--- config.mk ---
export PLATFORM = sky130hd
export DESIGN_NAME = host_cmd_decoder
export DESIGN_NICKNAME = d
export VERILOG_FILES = /design/src/rtl/host_cmd_decoder.sv
export SDC_FILE = /design/constraint.sdc
export NUM_CORES = 1
export LEC_CHECK = 0
export CORE_UTILIZATION = 40
export CTS_BUF_LIST = sky130_fd_sc_hd__clkbuf_2 sky130_fd_sc_hd__clkbuf_4 sky130_fd_sc_hd__clkbuf_8
export DETAILED_ROUTE_END_ITERATION = 8
export DONT_BUFFER_PORTS = 1
export PLACE_DENSITY = 0.64
export SLEW_MARGIN = 20
export SYNTH_ARGS = -nofsm -noshare
export SYNTH_HDL_FRONTEND = slang
export SYNTH_SLANG_ARGS = --single-unit
--- constraint.sdc ---
create_clock -name clk -period 1.5 [get_ports clk]
set_clock_uncertainty 0.05 [all_clocks]
set_input_delay 0.3 -clock clk [delete_from_list [all_inputs] [get_ports clk]]
set_output_delay 0.3 -clock clk [all_outputs]
set_load 0.02 [all_outputs]
--- src/rtl/host_cmd_decoder.sv ---
// rtl/host_cmd_decoder.sv - host byte-stream command decoder for the front-end register interface
//
// Parses host frames into register transactions:
//   write: 8'h57, addr, data   read: 8'h52, addr
// Ports:
//   clk, rst            clock, synchronous active-high reset
//   rx_data, rx_valid   received host byte and its one-cycle strobe
//   tx_data, tx_valid,  response byte with valid/ready handshake
//   tx_ready
//   addr, rd_data       read address to the combinational selector and its result
//   wr_data             write data, valid alongside any write strobe
//   dac_we, dac_sel     one-cycle DAC write strobe and DAC index
//   ctrl_reg            control register
//   cnt_clear           one-cycle counter clear pulse (control write with bit 0 set)
//   err                 one-cycle protocol error pulse
//   busy                high whenever a frame or response is in progress
module host_cmd_decoder #(
    parameter logic [7:0] DAC_FIRST = 8'h02,
    parameter logic [7:0] DAC_LAST  = 8'h06,
    parameter logic [7:0] CTRL_ADDR = 8'h01,
    parameter int         TIMEOUT   = 1000
) (
    input  logic       clk,
    input  logic       rst,
    input  logic [7:0] rx_data,
    input  logic       rx_valid,
    output logic [7:0] tx_data,
    output logic       tx_valid,
    input  logic       tx_ready,
    output logic [7:0] addr,
    input  logic [7:0] rd_data,
    output logic [7:0] wr_data,
    output logic       dac_we,
    output logic [2:0] dac_sel,
    output logic [7:0] ctrl_reg,
    output logic       cnt_clear,
    output logic       err,
    output logic       busy
);

    localparam logic [7:0]  CMD_WR  = 8'h57;
    localparam logic [7:0]  CMD_RD  = 8'h52;
    // Counter value in the last permitted idle cycle of a frame.
    localparam logic [15:0] TO_LAST = 16'(TIMEOUT - 1);

    typedef enum logic [2:0] {
        IDLE,
        GET_ADDR,
        GET_DATA,
        RD_WAIT,
        TX_RESP
    } state_t;

    state_t      state;
    state_t      state_nxt;
    logic        is_write;
    logic [7:0]  wr_addr;
    logic [15:0] tmo_cnt;

    logic        timeout;
    logic        wr_done;
    logic        stray_byte;
    logic        in_frame;
    logic        in_dac;
    logic        in_ctrl;
    logic [7:0]  dac_off;

    always_ff @(posedge clk) begin
        if (rst) begin
            state <= IDLE;
        end else begin
            state <= state_nxt;
        end
    end

    always_comb begin
        state_nxt  = state;
        timeout    = 1'b0;
        wr_done    = 1'b0;
        stray_byte = 1'b0;
        case (state)
            IDLE: begin
                if (rx_valid && (rx_data == CMD_WR || rx_data == CMD_RD)) begin
                    state_nxt = GET_ADDR;
                end
            end
            GET_ADDR: begin
                // A byte arriving in the expiry cycle still counts.
                if (rx_valid) begin
                    state_nxt = is_write ? GET_DATA : RD_WAIT;
                end else if (tmo_cnt == TO_LAST) begin
                    timeout   = 1'b1;
                    state_nxt = IDLE;
                end
            end
            GET_DATA: begin
                if (rx_valid) begin
                    wr_done   = 1'b1;
                    state_nxt = IDLE;
                end else if (tmo_cnt == TO_LAST) begin
                    timeout   = 1'b1;
                    state_nxt = IDLE;
                end
            end
            RD_WAIT: begin
                stray_byte = rx_valid;
                state_nxt  = TX_RESP;
            end
            TX_RESP: begin
                stray_byte = rx_valid;
                if (tx_ready) begin
                    state_nxt = IDLE;
                end
            end
            default: state_nxt = IDLE;
        endcase
    end

    assign in_frame = (state == GET_ADDR) || (state == GET_DATA);
    assign in_dac   = (wr_addr >= DAC_FIRST) && (wr_addr <= DAC_LAST);
    assign in_ctrl  = (wr_addr == CTRL_ADDR);
    assign dac_off  = wr_addr - DAC_FIRST;
    assign busy     = (state != IDLE);

    always_ff @(posedge clk) begin
        if (rst) begin
            is_write  <= 1'b0;
            wr_addr   <= 8'h00;
            tmo_cnt   <= 16'h0000;
            addr      <= 8'h00;
            wr_data   <= 8'h00;
            dac_we    <= 1'b0;
            dac_sel   <= 3'd0;
            ctrl_reg  <= 8'h00;
            cnt_clear <= 1'b0;
            err       <= 1'b0;
            tx_data   <= 8'h00;
            tx_valid  <= 1'b0;
        end else begin
            dac_we    <= 1'b0;
            cnt_clear <= 1'b0;
            err       <= 1'b0;

            // Idle outside a frame; restarts on every accepted byte.
            if (rx_valid || !in_frame) begin
                tmo_cnt <= 16'h0000;
            end else begin
                tmo_cnt <= tmo_cnt + 16'h0001;
            end

            if (state == IDLE && rx_valid) begin
                is_write <= (rx_data == CMD_WR);
            end

            // Writes keep their address private so the selector address is untouched.
            if (state == GET_ADDR && rx_valid) begin
                if (is_write) begin
                    wr_addr <= rx_data;
                end else begin
                    addr <= rx_data;
                end
            end

            if (wr_done) begin
                wr_data <= rx_data;
                if (in_dac) begin
                    dac_we  <= 1'b1;
                    dac_sel <= dac_off[2:0];
                end else if (in_ctrl) begin
                    ctrl_reg  <= rx_data;
                    cnt_clear <= rx_data[0];
                end else begin
                    err <= 1'b1;
                end
            end

            if (timeout || stray_byte) begin
                err <= 1'b1;
            end

            // Selector has had one full cycle to settle on addr.
            if (state == RD_WAIT) begin
                tx_data  <= rd_data;
                tx_valid <= 1'b1;
            end

            if (state == TX_RESP && tx_ready) begin
                tx_valid <= 1'b0;
            end
        end
    end

endmodule

==> summary by stage, run 1 <==
Synth
The mapped netlist covers 0.002695 mm2. The count of flip-flops with a built-in enable after synthesis is 0. The total of warnings raised by yosys is 0. Synthesis handed over a netlist of 296 instances. The register area share after synthesis is 0.4977. The top cell type's share of synthesized area is 0.4977.

The netlist uses 42 different library cells. sky130_fd_sc_hd__dfxtp_1 is the most common cell in the netlist. By count the netlist is led by 67 x sky130_fd_sc_hd__dfxtp_1, 48 x sky130_fd_sc_hd__nor2_1, 34 x sky130_fd_sc_hd__nand2_1. By area the synthesized netlist is led by sky130_fd_sc_hd__dfxtp_1 50%, sky130_fd_sc_hd__mux2i_1 9.7%, sky130_fd_sc_hd__nor2_1 6.7%. The number of storage elements in the synthesis netlist is 67.

Among all flip-flop cells after synthesis, the most frequent one is sky130_fd_sc_hd__dfxtp_1. The synthesized design spends more area on one cell type than any other, namely sky130_fd_sc_hd__dfxtp_1. In the synthesized netlist the async set-or-reset flop fraction comes to 0. A synthesized cell averages 9.105 um2. The synthesized netlist net count is 318.

Drt
The average routed wire per standard cell is 14.42 um. The number of DRC violations after detailed routing is 8. Before antenna repair, the detailed router went through 6 iterations. The count of nets left with antenna violations once routing finished came out at 0. The number of vias after detailed routing is 2108.

The detailed router's first-iteration violation count is 119. The aggregate routed wire length is 5.856 mm. The via-per-instance ratio is 5.192.

Placed design
The global placement routability congestion is 0.7422. The wire-length estimate of the detail-placed layout is 3.883 mm. In this run the tool buffered the top-level ports with 0 buffer cells.

Die
The total I/O pin count is 60. The effective utilization at floorplan is 0.4196. The die is 84.09 um tall. The initialized floorplan defines 29 standard-cell rows.

The floorplan core area is 0.006422 mm2. From left edge to right edge, the die measures 84.09 um. The die covers 0.007070 mm2.

Min path
The end point of the most critical hold path is dac_sel[0]. Along the worst hold path, the cell count comes to 1. The class of the most critical hold timing path is in2reg.

The hold path startpoint is rst.

Run
The tool flagged a number of max-cap violations equal to 0.

Finish
The fraction of the core area covered by cells at the end of the flow is 0.5245. The flip-flop count of the largest register after layout is 16. More flip-flops sit in one register than any other, and that register is tmo_cnt. The number of nets in the finished design is 346.

The number of diodes added for antenna fixing is 0. The fraction of layout cells with a size suffix above 1 is 0.2736. The area added between synthesis and finish is 24.98%.

CTS
The maximum clock path buffer count is 2. The buffer cell driving the clock tree root is sky130_fd_sc_hd__clkbuf_8. After clock tree synthesis, the clock-pin slew on the worst setup and hold paths is 0.08 ns. In this run, CTS created clock tree buffers numbering 9.

CTS saw 67 sinks. The clock tree from TritonCTS is yes. The clock latency on the worst-skew pair is 0.33 ns. The H-tree generated during clock tree synthesis spans 3 levels.

Timing
The worst-margin pin slew is 0.3200 ns. The worst pin sits at a relative slew slack of 0.7840. The number of hold-slack violations in the final timing report came to 21.

The worst-case hold slack is -0.02381 ns. Setup violations remaining at the end of the flow were counted as 16. The number of pins with negative max-slew slack in the final report is 0. The fmax is 571.2 MHz. The minimum clock period is 1.751 ns. Setup repair after global routing could not meet its margin everywhere. Setup slack on the critical path of the routed design comes to -0.2508 ns. The share of the clock period used by the worst path is 1.167.

Critical path
In this run the critical register-to-register path is launched from wr_addr[4]. The worst reg2reg path endpoint is ctrl_reg[2]. The depth of the worst register-to-register path is 6.

The kind of critical path is reg2reg. The setup check on the worst reg-to-reg path leaves a slack of -0.25 ns. Data on the critical path is required at its endpoint by 1.68 ns.

The worst setup path is captured at a register. The type of origin of the critical path is a register. The arrival time at the worst endpoint is 1.93 ns. The maximum net fanout on the critical path is 9.

Power and ir drop
Power spread over the standard cell area amounts to 980.1 mW/mm2. The standby leakage power is 1.198 nW. IR analysis of the VDD net gives a maximum drop of 0.5305 mV.

Global routing
The via count of the first global-routing pass was 1982. The global route total overflow is 0. In the global route stage, overall resource usage came out at 0.1689. The initial antenna violation count is 0.

The largest net degree at the start of global routing is 54. The first global-routing pass estimated 9.280 mm of wire.

Outcome
The flow ran to the end, but the final reports show violations. The final reports fail on DRC, hold timing, setup timing.
-- cells by family after synthesis --
family                   count (synthesis)  synth area share
adder cells (fa/ha/maj)                  2          0.009284
flip-flops                              67            0.4977
XOR/XNOR                                13           0.04225
buffers and inverters                   20           0.03667
multiplexers                            26           0.09656
AO/OA/AOI/OAI                           35           0.07288
AND/OR/NAND/NOR                        133            0.2447
-- layout make-up --
type                            instances  area, um2
Fill cell                             554       3054
Inverter                                4      15.01
Sequential cell                        67       1345
Multi-Input combinational cell        209       1418
Clock buffer                           10      137.6
Tap cell                               77      96.34
Clock inverter                          6      65.06
Timing Repair Buffer                   33      291.5
-- per-layer routing --
layer  GRT usage  share of wire
met4     0.06583          0.011
met5           0              0
met3     0.06133          0.051
met2      0.2481           0.46
met1      0.2247           0.48
-- how the worst max path moves through the flow --
stage / start / endpoint / slack [ns]
4_1_cts: wr_addr[4] / ctrl_reg[2] / -0.24
3_5_place_dp: wr_addr[4] / ctrl_reg[6] / -0.22
3_3_place_gp: wr_addr[4] / ctrl_reg[2] / -0.19
2_1_floorplan: wr_addr[4] / ctrl_reg[0] / -0.13
5_1_grt: wr_addr[4] / ctrl_reg[6] / -0.32
6_report: wr_addr[4] / ctrl_reg[2] / -0.25
-- through the flow --
stage	instance area, um2	setup TNS [ns]	power, W	instances	worst slack (ns)
3_3_place_gp	2938	-2.249	0.001839	384	-0.1876
6_report	3368	-2.770	0.003301	406	-0.2508
4_1_cts	3174	-2.663	0.003335	401	-0.2419
2_1_floorplan	2703	-1.329	0.001857	296	-0.1345
3_5_place_dp	2938	-2.427	0.001839	384	-0.2166
5_1_grt	3368	-4.501	0.003426	406	-0.3249
-- report_power, final --
group	internal (W)	switching [W]	leakage (nW)
clock	0.000812	0.000689	0.102
sequential	0.00178	0.00000110	0.541
combinational	0.0000137	0.00000774	0.554
-- placed cells by master (no fill, tap or decap), types with 3 or more instances in the layout --
master                      n
sky130_fd_sc_hd__xor2_1     7
sky130_fd_sc_hd__xnor2_1    3
sky130_fd_sc_hd__nor2_4     6
sky130_fd_sc_hd__nor2_1    33
sky130_fd_sc_hd__mux2i_1   25
sky130_fd_sc_hd__buf_6      5
sky130_fd_sc_hd__dfxtp_2    3
sky130_fd_sc_hd__dfxtp_1   64
sky130_fd_sc_hd__buf_4     26
sky130_fd_sc_hd__clkbuf_8  10
sky130_fd_sc_hd__a21oi_1   26
sky130_fd_sc_hd__nand3_1   14
sky130_fd_sc_hd__nand2_1   33
sky130_fd_sc_hd__nor2_2    10
sky130_fd_sc_hd__nand4_1    3
sky130_fd_sc_hd__inv_1      4
sky130_fd_sc_hd__nand2b_4   3
sky130_fd_sc_hd__xor2_2     3
sky130_fd_sc_hd__nor3_1     4
-- critical path, stage by stage (launching register included) --
cell	delay (ns)
sky130_fd_sc_hd__dfxtp_1	0.31
sky130_fd_sc_hd__or4_4	0.55
sky130_fd_sc_hd__nor3_4	0.14
sky130_fd_sc_hd__and3_4	0.21
sky130_fd_sc_hd__buf_12	0.13
sky130_fd_sc_hd__mux2i_1	0.20
sky130_fd_sc_hd__nor2_1	0.05
-- timing repair --
action / 4_1_cts / 5_1_grt
endpoints found under the hold margin: 48 / 48
buffers inserted: 1 / 5
setup endpoints to repair: 17 / 37
gates resized for setup: 9 / 38
pin swaps: 6 / 17
Power figures use the tool's default switching activity.
==> inputs of run 2 (changes only) <==
CORE_MARGIN = 3   (was not set)
PLACE_DENSITY = 0.62   (was 0.64)
clock period = 1.7 ns   (was 1.5 ns; I/O delays follow)
==> run 2 against run 1 <==
Net effect:
- count of clock-buffer cells in the layout up 1
- utilization down 4.5 points
- critical endpoint is now ctrl_reg[3]
- register-to-register slack better by 0.23 ns
- the run ends with setup timing left
==> summary by stage, run 2 (synthesized netlist as in run 1, its figures left out) <==
Outcome
The flow ran to the end, but the final reports show violations. The checks that failed: setup timing.

Global routing
The global-route wire length before repair is 9.370 mm (+0.97%). The global route total overflow is 0 (unchanged). The via count of the first global-routing pass is 1938 (-2.2%).

The initial antenna violation count is 0 (unchanged). The largest net degree at the start of global routing was 54 (unchanged). The total routing usage reported by global routing is 0.1569 (-0.01194).

Drt
The via-per-instance ratio is 5.171 (-0.42%). The aggregate routed wire length is 5.671 mm (-3.2%). The final antenna-violating net count came to 0 (unchanged). The first-pass iteration count of the detailed router is 4 (-2). The number of vias after detailed routing is 2001 (-5.1%). The number of DRC violations after detailed routing was 0 (-8). The detailed router's first-iteration violation count is 79 (-34%). The average routed wire per standard cell was 14.65 um (+1.6%).

Power and ir drop
The worst supply voltage drop on vdd is 0.4765 mV (-10%). The internal power is 0.002468 W (-5.2%). The power density normalized to cell area was 1000 mW/mm2 (+2.0%). The proportion of total power due to net switching was 0.1988 (-0.01240).

The standby leakage power is 1.088 nW (-9.1%). The relative contribution of the clock network to total power was 0.485 (+0.030). The net switching component of the power was 0.0006126 W (-12%). The total power of the final layout is 0.003081 W (-6.7%).

The part of the total power dissipated in combinational logic came to 0.005 (about the same). The sequential group share of total power is 0.510 (-0.029).

Finish
In the layout the commonest cells are 67 x sky130_fd_sc_hd__dfxtp_1, 48 x sky130_fd_sc_hd__nor2_1, 33 x sky130_fd_sc_hd__nand2_1. The number of diodes added for antenna fixing is 0 (unchanged). The fraction of layout cells with a size suffix above 1 came to 0.1323 (-0.1413). The flip-flop count of the largest register after layout was 16 (unchanged).

The area added between synthesis and finish is 14.30%. The number of nets in the finished design is 327 (-5.5%). Leaving out fill and tap cells, the most frequent cell in the layout is sky130_fd_sc_hd__dfxtp_1. The register bank with the most flops is tmo_cnt.

Critical path
The signal on the critical path passes through or4_4 -> nor3_2 -> and3_4 -> buf_12 -> mux2i_1 -> nor2_1. The endpoint type of the worst setup path is a register. On the critical path, the stage with the largest delay is an instance of sky130_fd_sc_hd__or4_4. The buffers plus inverters on the worst setup path is 1 (unchanged). The stage delay of the slowest cell on the critical path is 0.53 ns (-0.02 ns). The worst setup path is launched from a register. The arrival time at the worst endpoint is 1.91 ns (-0.02 ns). The slack of the worst reg-to-reg path was -0.02 ns (+0.23 ns). The kind of cell with the highest combined delay on the critical path is simple AND/OR/NAND/NOR gates. The required time of the worst setup path is 1.89 ns (+0.21 ns). By startpoint and endpoint, the worst setup path is classified as reg2reg.

The maximum net fanout on the critical path is 9 (unchanged).

CTS
TritonCTS built the clock tree. The clock-pin slew on the worst setup and hold paths is 0.07 ns (about the same). The clock sink total is 67 (unchanged). CTS placed an instance of sky130_fd_sc_hd__clkbuf_8 at the clock tree root. The number of buffers inserted to repair setup after CTS is 0 (-1). The CTS buffer count is 9 (unchanged).

The maximum clock path buffer count is 2 (unchanged). The clock latency on the worst-skew pair is 0.34 ns (about the same). The number of H-tree branching levels came to 3 (unchanged).

Timing
The number of pins with negative max-slew slack in the final report is 0 (unchanged). The worst-margin pin slew was 0.5116 ns (+0.1917 ns). The minimum clock period is 1.721 ns (-0.03009 ns). The number of hold-slack violations in the final timing report was 0 (-100%).

The post-layout worst setup margin is -0.02074 ns (+0.2301 ns). The share of the clock period used by the worst path came to 1.012 (-0.1550). The fmax is 581.1 MHz (+1.7%). The number of endpoints failing setup at the final stage is 7 (-9). The worst relative slew slack is 0.6546 (-0.1294). Setup repair after global routing could not meet its margin everywhere.

Die
The effective utilization at floorplan came to 0.4196 (unchanged). The placement row count came to 29 (unchanged). The floorplan core area was 0.006422 mm2 (unchanged). The area of the die is 0.007759 mm2 (+9.7%). The total I/O pin count is 60 (unchanged). The die height is 88.09 um (+4.8%).

The die extent in x is 88.09 um (+4.8%).

Placed design
The global placement routability congestion is 0.7847 (+5.7%). The total half-perimeter wirelength after legalization and detailed placement was 3.942 mm (+1.5%). The number of input and output port buffers inserted is 0 (unchanged). The post-placement worst setup slack is -0.03425 ns (+0.1823 ns).

Min path
The class of the most critical hold timing path is in2reg.

Run
The number of max-cap violations came to 0 (unchanged).
-- run 2: changes by cell type in the layout (fill, tap and decap cells not counted), moves of 5 or more --
cell                     delta
sky130_fd_sc_hd__buf_4     -14
sky130_fd_sc_hd__buf_6      -5
sky130_fd_sc_hd__nor2_1    +15
sky130_fd_sc_hd__nor2_2     -9
sky130_fd_sc_hd__nor2_4     -6
-- run 2: power groups by stage --
stage | Sequential, W | Combinational [W] | Clock (W)
2_1_floorplan | 0.00161 | 0.0000327 | 0
3_3_place_gp | 0.00161 | 0.0000155 | 0
3_5_place_dp | 0.00161 | 0.0000156 | 0
4_1_cts | 0.00157 | 0.0000157 | 0.00154
5_1_grt | 0.00157 | 0.0000172 | 0.00162
6_report | 0.00157 | 0.0000157 | 0.00149
-- run 2: area by class of cell --
cell class	count	area, um2
clock buffers	11	145.1
clock inverters	5	85.08
fillers	586	3342
inverters	4	15.01
multi-input cells	209	1267
flip-flops and latches	67	1341
well taps	77	96.34
repair buffers	14	130.1
-- run 2: path summary, 6_finish.rpt --
| check | cells past startpoint | from | to |
|---|---|---|---|
| worst max-delay path | 6 | wr_addr[4] | ctrl_reg[3] |
| worst min-delay path | 1 | rst | addr[7] |
| worst max register to register | 6 | wr_addr[4] | ctrl_reg[3] |
| worst min register to register | 2 | wr_addr[5] | wr_addr[5] |
-- run 2: per-layer routing --
metal | wire length [um] | up-vias | share of wire | global-route usage
li1 | - | 1027 | - | -
met1 | 2520 | 917 | 0.44 | 0.1883
met2 | 2671 | 47 | 0.47 | 0.2514
met3 | 358 | 10 | 0.063 | 0.05550
met4 | 121 | 0 | 0.021 | 0.07418
met5 | 0 | - | 0 | 0
-- run 2: worst register-to-register path, stage by stage, from the launching register on --
cell and delay, ns:
sky130_fd_sc_hd__dfxtp_1 0.32, sky130_fd_sc_hd__or4_4 0.53, sky130_fd_sc_hd__nor3_2 0.13, sky130_fd_sc_hd__and3_4 0.22, sky130_fd_sc_hd__buf_12 0.13, sky130_fd_sc_hd__mux2i_1 0.19
sky130_fd_sc_hd__nor2_1 0.05
-- run 2: repair_timing --
item                                    4_1_cts  5_1_grt
hold endpoints to repair                     37       38
gates resized for setup                       1        2
endpoints found under the setup margin        8       13
pin swaps                                     1        1
-- run 2: through the flow --
| stage | std cells | hold WS (ns) | area, um2 | utilization | TNS (ns) |
|---|---|---|---|---|---|
| final | 387 | 0.01465 | 3080 | 0.4796 | -0.06632 |
| after global routing | 387 | -0.01443 | 3080 | 0.4796 | -0.8355 |
| after CTS | 387 | -0.007404 | 3073 | 0.4785 | -0.1155 |
| after detailed placement | 371 | 0.3631 | 2838 | 0.4418 | -0.1985 |
| after global placement | 371 | 0.3615 | 2838 | 0.4418 | 0 |
| after floorplan | 296 | 0.3802 | 2695 | - | 0 |
==> inputs of run 3 (changes only) <==
CAP_MARGIN = 0   (was not set)
CTS_CLUSTER_DIAMETER = 80   (was not set)
==> results of run 3 <==
Same layout as run 2: the final DEF is identical, and so are final timing and power.
